$ cat config.mk
export PLATFORM = sky130hd
export DESIGN_NAME = req_grant_arbiter7_flat
export DESIGN_NICKNAME = d
export VERILOG_FILES = /design/src/rtl/req_grant_arbiter7_if.sv /design/src/rtl/req_grant_arbiter7.sv /design/src/flat_wrapper.sv
export SDC_FILE = /design/constraint.sdc
export NUM_CORES = 1
export LEC_CHECK = 0
export ABC_CLOCK_PERIOD_IN_PS = 5140
export BUFFER_PORTS_ARGS = -buffer_cell sky130_fd_sc_hd__buf_4
export CORE_UTILIZATION = 42
export DETAILED_ROUTE_END_ITERATION = 8
export PLACE_DENSITY = 0.7
export SYNTH_ARGS = -nofsm -noshare
export SYNTH_HDL_FRONTEND = slang
export SYNTH_SLANG_ARGS = --single-unit
$ cat constraint.sdc
create_clock -name clk -period 5.14 [get_ports clk]
set_clock_uncertainty 0.15 [all_clocks]
set_input_delay 0.257 -clock clk [delete_from_list [all_inputs] [get_ports clk]]
set_output_delay 0.257 -clock clk [all_outputs]
set_load 0.005 [all_outputs]
$ cat src/rtl/req_grant_arbiter7_if.sv
// -----------------------------------------------------------------------------
// req_grant_arbiter7_if
// Request/grant bundle between up to seven masters and the arbiter.
//   req          7  level requests, req[i] from master i
//   grant        7  registered one-hot grant, zero when idle
//   grant_valid  1  registered, high iff grant is non-zero
//   grant_idx    3  registered binary index of the current owner
//   any_req      1  combinational OR of all request lines
//   timeout      1  registered one-cycle pulse on forced release
// Modports: master = requester side, slave = arbiter side.
// -----------------------------------------------------------------------------
interface req_grant_arbiter7_if;
    logic [6:0] req;
    logic [6:0] grant;
    logic       grant_valid;
    logic [2:0] grant_idx;
    logic       any_req;
    logic       timeout;

    modport master (
        output req,
        input  grant,
        input  grant_valid,
        input  grant_idx,
        input  any_req,
        input  timeout
    );

    modport slave (
        input  req,
        output grant,
        output grant_valid,
        output grant_idx,
        output any_req,
        output timeout
    );
endinterface

$ cat src/rtl/req_grant_arbiter7.sv
// -----------------------------------------------------------------------------
// req_grant_arbiter7
// Seven-way round-robin arbiter sharing one resource among up to seven
// masters. A winner keeps the grant while its request stays high, for at
// most HOLD_MAX consecutive cycles; every release is followed by exactly one
// idle (GAP) cycle before the next arbitration.
// Ports:
//   clk   in  single clock, rising edge
//   rst   in  synchronous active-high reset
//   bus   slave modport of req_grant_arbiter7_if (req in; grant, grant_valid,
//         grant_idx, timeout registered out; any_req combinational out)
// -----------------------------------------------------------------------------
module req_grant_arbiter7 #(
    parameter int HOLD_MAX = 16,
    parameter int CNT_W    = 5
) (
    input  logic                  clk,
    input  logic                  rst,
    req_grant_arbiter7_if.slave   bus
);

    typedef enum logic [1:0] {
        ST_IDLE  = 2'd0,
        ST_GRANT = 2'd1,
        ST_GAP   = 2'd2
    } state_t;

    localparam logic [CNT_W-1:0] HOLD_MAX_C = CNT_W'(HOLD_MAX);

    state_t           state_r;
    state_t           next_state_s;
    logic [6:0]       grant_r;
    logic [6:0]       grant_nxt_s;
    logic             valid_r;
    logic [2:0]       idx_r;
    logic [2:0]       idx_nxt_s;
    logic [2:0]       last_ptr_r;
    logic [2:0]       last_ptr_nxt_s;
    logic [CNT_W-1:0] hold_cnt_r;
    logic [CNT_W-1:0] hold_cnt_nxt_s;
    logic             timeout_r;
    logic             timeout_nxt_s;
    logic [7:0]       req_ext_s;
    logic [3:0]       pick_s;

    // Round-robin search: scan last+1 .. last+7 (mod 7), first request wins.
    // Result is {found, index}.
    function automatic logic [3:0] rr_pick(input logic [7:0] req_v,
                                           input logic [2:0] last);
        logic [3:0] pick;
        logic [3:0] pos;
        pick = 4'b0000;
        for (int k = 1; k <= 7; k++) begin
            pos = {1'b0, last} + 4'(k);
            if (pos >= 4'd7) begin
                pos = pos - 4'd7;
            end else begin
                pos = pos;
            end
            if (!pick[3] && req_v[pos[2:0]]) begin
                pick = {1'b1, pos[2:0]};
            end else begin
                pick = pick;
            end
        end
        return pick;
    endfunction

    // Pad requests to 8 bits so a 3-bit index is always in range.
    assign req_ext_s = {1'b0, bus.req};
    assign pick_s    = rr_pick(req_ext_s, last_ptr_r);

    // Next-state and next-output logic.
    always_comb begin
        next_state_s   = state_r;
        grant_nxt_s    = grant_r;
        idx_nxt_s      = idx_r;
        last_ptr_nxt_s = last_ptr_r;
        hold_cnt_nxt_s = hold_cnt_r;
        timeout_nxt_s  = 1'b0;
        case (state_r)
            ST_IDLE, ST_GAP: begin
                if (pick_s[3]) begin
                    next_state_s   = ST_GRANT;
                    grant_nxt_s    = 7'(7'd1 << pick_s[2:0]);
                    idx_nxt_s      = pick_s[2:0];
                    last_ptr_nxt_s = pick_s[2:0];
                    hold_cnt_nxt_s = {{(CNT_W-1){1'b0}}, 1'b1};
                end else begin
                    next_state_s   = ST_IDLE;
                    grant_nxt_s    = 7'd0;
                    idx_nxt_s      = 3'd0;
                    hold_cnt_nxt_s = {CNT_W{1'b0}};
                end
            end
            ST_GRANT: begin
                // Owner release has priority over the hold-limit timeout.
                if (!req_ext_s[idx_r]) begin
                    next_state_s   = ST_GAP;
                    grant_nxt_s    = 7'd0;
                    idx_nxt_s      = 3'd0;
                    hold_cnt_nxt_s = {CNT_W{1'b0}};
                end else if (hold_cnt_r == HOLD_MAX_C) begin
                    next_state_s   = ST_GAP;
                    grant_nxt_s    = 7'd0;
                    idx_nxt_s      = 3'd0;
                    hold_cnt_nxt_s = {CNT_W{1'b0}};
                    timeout_nxt_s  = 1'b1;
                end else begin
                    next_state_s   = ST_GRANT;
                    hold_cnt_nxt_s = hold_cnt_r + {{(CNT_W-1){1'b0}}, 1'b1};
                end
            end
            default: begin
                next_state_s   = ST_IDLE;
                grant_nxt_s    = 7'd0;
                idx_nxt_s      = 3'd0;
                hold_cnt_nxt_s = {CNT_W{1'b0}};
            end
        endcase
    end

    // State and registered-output update with synchronous reset.
    always_ff @(posedge clk) begin
        if (rst) begin
            state_r    <= ST_IDLE;
            grant_r    <= 7'd0;
            valid_r    <= 1'b0;
            idx_r      <= 3'd0;
            last_ptr_r <= 3'd6;
            hold_cnt_r <= {CNT_W{1'b0}};
            timeout_r  <= 1'b0;
        end else begin
            state_r    <= next_state_s;
            grant_r    <= grant_nxt_s;
            valid_r    <= |grant_nxt_s;
            idx_r      <= idx_nxt_s;
            last_ptr_r <= last_ptr_nxt_s;
            hold_cnt_r <= hold_cnt_nxt_s;
            timeout_r  <= timeout_nxt_s;
        end
    end

    assign bus.grant       = grant_r;
    assign bus.grant_valid = valid_r;
    assign bus.grant_idx   = idx_r;
    assign bus.timeout     = timeout_r;
    assign bus.any_req     = |bus.req;

endmodule
$ cat src/flat_wrapper.sv
// flat-port wrapper written by rule: the top's interface ports become plain ports
module req_grant_arbiter7_flat 
#(
    parameter int HOLD_MAX = 16,
    parameter int CNT_W    = 5
)
  (clk, rst, bus_req, bus_grant, bus_grant_valid, bus_grant_idx, bus_any_req, bus_timeout);
  req_grant_arbiter7_if bus_i ();
  input  logic clk;
  input  logic rst;
  input wire logic [$bits(bus_i.req)-1:0] bus_req;
  output wire logic [$bits(bus_i.grant)-1:0] bus_grant;
  output wire logic [$bits(bus_i.grant_valid)-1:0] bus_grant_valid;
  output wire logic [$bits(bus_i.grant_idx)-1:0] bus_grant_idx;
  output wire logic [$bits(bus_i.any_req)-1:0] bus_any_req;
  output wire logic [$bits(bus_i.timeout)-1:0] bus_timeout;
  assign bus_i.req = bus_req;
  assign bus_grant = bus_i.grant;
  assign bus_grant_valid = bus_i.grant_valid;
  assign bus_grant_idx = bus_i.grant_idx;
  assign bus_any_req = bus_i.any_req;
  assign bus_timeout = bus_i.timeout;
  req_grant_arbiter7 #(.HOLD_MAX(HOLD_MAX), .CNT_W(CNT_W)) u_core (.clk(clk), .rst(rst), .bus(bus_i));
endmodule
==> results.toml, run 1 <==
[route]
wl_met1_mm = 3.723
drtIter0Drc = 271
wl_per_cell_um = 17.60
wl_met2_mm = 3.534
vias = 2899
antenna_left = 0
drc = 4
drtPass1Iterations = 7
top_layer = "met4"
viasPerCell = 6.371
routed-wl-met3_um = 469
wirelength_mm = 8.007

[cts]
clock_sinks = 22
clk_pin_slew_ps = 80
postCtsSetupBuffers = 0
cts_tree = "yes"
max-clock-path-buffers = 2
ctsHoldBuffers = 0
ctsResizeCount = 0
htree_levels = 1
cts_inserted_buffers = 3
clk_latency_ps = 260
root_buffer = "clkbuf_8"

[layout]
instances_no_fill = 455
nets = 403
drive_gt1_share_pct = 12.70
area_growth_pct = 8.231
antennaDiodeCount = 0

[logic_synthesis]
ys_seq_elements = 22
synth_warnings = 0
synth_area_leaders = "dfxtp_1 (15%), ha_1 (6.2%), mux2i_1 (5.6%), nor2_1 (4.1%), nand2_1 (4.0%)"
yosysMostFrequentCell = "nor2_1"
synth_cells = 373
ys_top_cells_by_count = "nor2_1 (31), nand2_1 (30), dfxtp_1 (22)"
ys.flop_type = "dfxtp_1"
synth-edff-count = 0
netlist.area_leader.share_pct = 15.49
synth_top_cell_by_area = "dfxtp_1"
syn_area_per_cell_um2 = 7.621
synthArstFlopShare_pct = 0
syn-num-nets = 397
synth_cell_type_count = 73
syn_area_um2 = 2843
synth_seq_area_share_pct = 15.49

[place]
routabilityCongestion = 0.8941
dpl.cell_count = 451
port_buffers = 21
dpl.hpwl_mm = 6.017

[timing]
relSlewSlack_pct = 59.51
tns_ps = 0
fmax_mhz = 220.0
min_period_over_period_pct = 88.45
rsz0062_at_grt = "no"
timing_hold_violations_final = 0
whs_ps = 64.26
tightestPinTransition_ps = 606.1
layout_min_cycle_time_ps = 4546
slew_violations = 0
finalSetupViolations = 0

[worst_setup_path]
reg2reg_slack_ps = 590
critPathMaxFanout = 11
crit_path_end_kind = "flop"
worstSetupEndpoint = "u_core.bus.grant[2]"
worstPathArrival_ps = 4610
path_class = "flop to flop"
cp_data_required_time_ps = 5200
critical_path.max_stage_delay_ps = 800
startpoint = "u_core.last_ptr_r[2]"
path_cells = "inv_1 -> fa_1 -> mux2i_1 -> a22oi_1 -> o22ai_1 -> a21oi_1 -> or2_1 -> o22ai_1 -> a221oi_1 -> nor3_4 -> nor3_2 -> a22o_1"
r2r-end = "u_core.bus.grant[2]"
crit_slowest_cell = "fa_1"
timing.rr.start = "u_core.last_ptr_r[2]"
cp-start-kind = "flop"
reg2reg_depth = 12
crit_top_cell = "o22ai_1"

[floorplan]
dieArea_um2 = 7101
io_pins = 22
die_h_um = 84.27
die_w_um = 84.27
start_util_pct = 44.01
rows = 29
core_um2 = 6459

[outcome]
violations = "design-rule violations"
status = "finished, violations left"

[min_path]
hold_path_class = "primary input to flop"

[grt]
antenna_found_initial = 0
track_usage_pct = 22.89
grt_pass1_vias = 2633
grt_max_degree = 26
grt_pass1_wl_mm = 13.35
grt_overflow = 0

[flow_run]
maxCapViolCount = 0
-- placed cells by master (no fill, tap or decap), types with 7 or more instances in the layout --
cell type  Yosys  layout
inv_1         13      13
nand2b_1      12      12
mux2i_1       16      16
and2_1         7       7
nor2_1        31      31
a21oi_1       20      20
o21a_1         8       8
nand3_1        9       9
o21ai_0       18      18
ha_1          14      14
buf_4          1      26
nor2b_1       13      13
nand2_1       30      30
dfxtp_1       22      22
-- final cells by class --
type | count | area, µm²
clock buffer | 4 | 55.05
multi-input combinational | 313 | 2241
inverter | 13 | 48.80
timing repair buffer | 26 | 195.2
fill | 672 | 3382
sequential | 22 | 440.4
tap | 77 | 96.34
-- metrics by stage --
stage | worst slack [ps] | util [%] | instance area (µm²)
after floorplan | 1161 | - | 2843
after global placement | 842.0 | 46.78 | 3022
after detailed placement | 681.1 | 46.78 | 3022
after CTS | 660.4 | 47.64 | 3077
after global routing | 297.4 | 47.64 | 3077
final | 593.6 | 47.64 | 3077
-- worst min path at each step --
stage / cells after the start / from / to
2_1_floorplan: 1 / rst / u_core.last_ptr_r[0]
3_3_place_gp: 2 / u_core.bus.grant[1] / u_core.bus.grant[1]
3_5_place_dp: 2 / u_core.bus.grant[5] / u_core.bus.grant[5]
4_1_cts: 2 / rst / u_core.bus.grant_idx[2]
5_1_grt: 2 / rst / u_core.last_ptr_r[0]
6_report: 2 / rst / u_core.last_ptr_r[0]
-- worst max-delay path, delay by kind of cell, from the launching register on --
kind                       cells  cell delay, ps
AOI/OAI and AO/OA              6            1780
adders and majority gates      1             800
buffers and inverters          1             320
DFF                            1             700
muxes                          1             120
and+or+nand+nor                3             610
-- layer usage --
layer  up-vias  track usage (%)
li1       1405                -
met1      1369            33.91
met2       104            33.98
met3        21            2.557
met4         0            8.307
met5         -                0
-- registers in the layout, summed over array words and instances (netlist names) --
name and count:
u_core.state_r 2, u_core.bus.grant 7, u_core.bus.grant_valid 1, u_core.hold_cnt_r 5, u_core.bus.timeout 1, u_core.last_ptr_r 3, u_core.bus.grant_idx 3
-- kinds of logic (layout without fill, tap and decap cells) --
family | count (synthesis) | in the layout | share of synthesized area [%]
adder cells (fa/ha/maj) | 15 | 15 | 6.866
XOR/XNOR | 10 | 10 | 4.006
AND/OR/NAND/NOR | 142 | 142 | 27.29
flip-flops | 22 | 22 | 15.49
AO/OA/AOI/OAI | 125 | 125 | 31.87
multiplexers | 21 | 21 | 8.802
buffers and inverters | 38 | 43 | 5.678
Power of run 1 is left out: the tool's default activity adds up to more than one toggle a clock period on the data nets, which glitch-free logic cannot reach.
==> inputs of run 2 (changes only) <==
--- a/config.mk
+++ b/config.mk
@@ -9,7 +9,6 @@
 export BUFFER_PORTS_ARGS = -buffer_cell sky130_fd_sc_hd__buf_4
 export CORE_UTILIZATION = 42
 export DETAILED_ROUTE_END_ITERATION = 8
-export PLACE_DENSITY = 0.7
 export SYNTH_ARGS = -nofsm -noshare
 export SYNTH_HDL_FRONTEND = slang
 export SYNTH_SLANG_ARGS = --single-unit
==> results.toml, run 2 (synthesis results as in run 1) <==
[outcome]
status = "finished clean"

[place]
placed_area_um2 = 3022
port_buffers = 21
routabilityCongestion = 0.9227
dpl.hpwl_mm = 6.029

[timing]
rsz0062_at_grt = "no"
tightestPinTransition_ps = 650.9
min_period_over_period_pct = 89.68
tns_ps = 0
timing_hold_violations_final = 0
relSlewSlack_pct = 56.55
fmax_mhz = 216.9
slew_violations = 0
finalSetupViolations = 0
layout_min_cycle_time_ps = 4609

[route]
viasPerCell = 6.357
drc = 0
wl_per_cell_um = 17.72
wirelength_mm = 8.046
drtIter0Drc = 375
drtPass1Iterations = 7
antenna_left = 0
vias = 2886

[min_path]
hold_depth = 2
hold_path_class = "primary input to flop"
min-delay-start = "rst"
min_to = "u_core.last_ptr_r[0]"

[cts]
ctsResizeCount = 0
ctsHoldBuffers = 0
clk_latency_ps = 250
clk_pin_slew_ps = 70
htree_levels = 1
root_buffer = "clkbuf_8"
max-clock-path-buffers = 2
cts_tree = "yes"
cts_inserted_buffers = 3
clock_sinks = 22
postCtsSetupBuffers = 0

[flow_run]
maxCapViolCount = 0

[grt]
grt_pass1_wl_mm = 13.19
grt_most_used_layer = "met1"
track_usage_pct = 22.63
grtUsageMet2_pct = 34.05
antenna_found_initial = 0
grt_max_degree = 32
use_met1_pct = 34.41
grt_use_met3_pct = 2.655
grt_overflow = 0
grt_pass1_vias = 2590

[worst_setup_path]
critical_path.top_delay_family = "compound AO/OA/AOI/OAI gates"
crit_slowest_cell = "dfxtp_1"
cp_data_required_time_ps = 5140
critPathMaxFanout = 11
cp-start-kind = "flop"
reg2reg_depth = 11
critical_path.max_stage_delay_ps = 740
timing.rr.start = "u_core.last_ptr_r[2]"
worstPathArrival_ps = 4610
path_class = "flop to flop"
cp.buffers_inverters = 1
crit_path_end_kind = "flop"
path_cells = "inv_1 -> ha_1 -> and3b_1 -> a22o_1 -> a222oi_1 -> o211ai_2 -> nor3_2 -> and2_1 -> a22oi_2 -> or3_1 -> o32ai_1"
r2r-end = "u_core.bus.grant_idx[0]"
reg2reg_slack_ps = 530

[layout]
drive_gt1_share_pct = 12.47
layout_commonest_cell = "nor2_1"
mostFrequentLayoutCells = "nor2_1 (31), nand2_1 (30), buf_4 (26)"
nets = 403
area_growth_pct = 7.747
antennaDiodeCount = 0
largest_reg_flops = 7
post-route-cell-area_um2 = 3063

[floorplan]
rows = 29
core_um2 = 6459
die_h_um = 84.27
die_w_um = 84.27
start_util_pct = 44.01
io_pins = 22
dieArea_um2 = 7101
==> run 2: cell count changes in the layout (fill, tap and decap cells not counted) <==
cell | previous run | this run
clkbuf_8 | 4 | 3
==> run 2: worst max path at each step <==
| stage | start | endpoint | slack, ps | cells after the start |
|---|---|---|---|---|
| 2_1_floorplan | u_core.last_ptr_r[1] | u_core.bus.grant[2] | 1160 | 16 |
| 3_3_place_gp | u_core.last_ptr_r[2] | u_core.bus.grant_idx[0] | 640 | 11 |
| 3_5_place_dp | u_core.last_ptr_r[2] | u_core.bus.grant_idx[0] | 640 | 11 |
| 4_1_cts | u_core.last_ptr_r[2] | u_core.bus.grant_idx[0] | 580 | 11 |
| 5_1_grt | u_core.last_ptr_r[2] | u_core.bus.grant_idx[0] | 260 | 11 |
| 6_report | u_core.last_ptr_r[2] | u_core.bus.grant_idx[0] | 530 | 11 |
==> run 2: routing by layer <==
metal	vias up	part of all wire (%)
met3	6	6.7
li1	1409	-
met4	0	0.85
met1	1361	50
met2	110	43
met5	-	0
==> run 2: metrics by stage <==
stage          hold slack, ps  worst slack (ps)  cells  util [%]
2_1_floorplan           176.1              1161    373         -
3_3_place_gp            308.7             641.4    451     46.78
3_5_place_dp            314.8             635.2    451     46.78
4_1_cts                 63.04             576.2    454     47.42
5_1_grt                 63.19             256.3    454     47.42
6_report                67.59             530.5    454     47.42
==> run 2: cell type report <==
| type | count | area, µm² |
|---|---|---|
| inverter | 13 | 48.80 |
| fill | 671 | 3396 |
| tap | 77 | 96.34 |
| sequential | 22 | 440.4 |
| timing repair buffer | 26 | 195.2 |
| clock buffer | 3 | 41.29 |
| multi-input combinational | 313 | 2241 |
Power of run 2 is left out for the same reason.
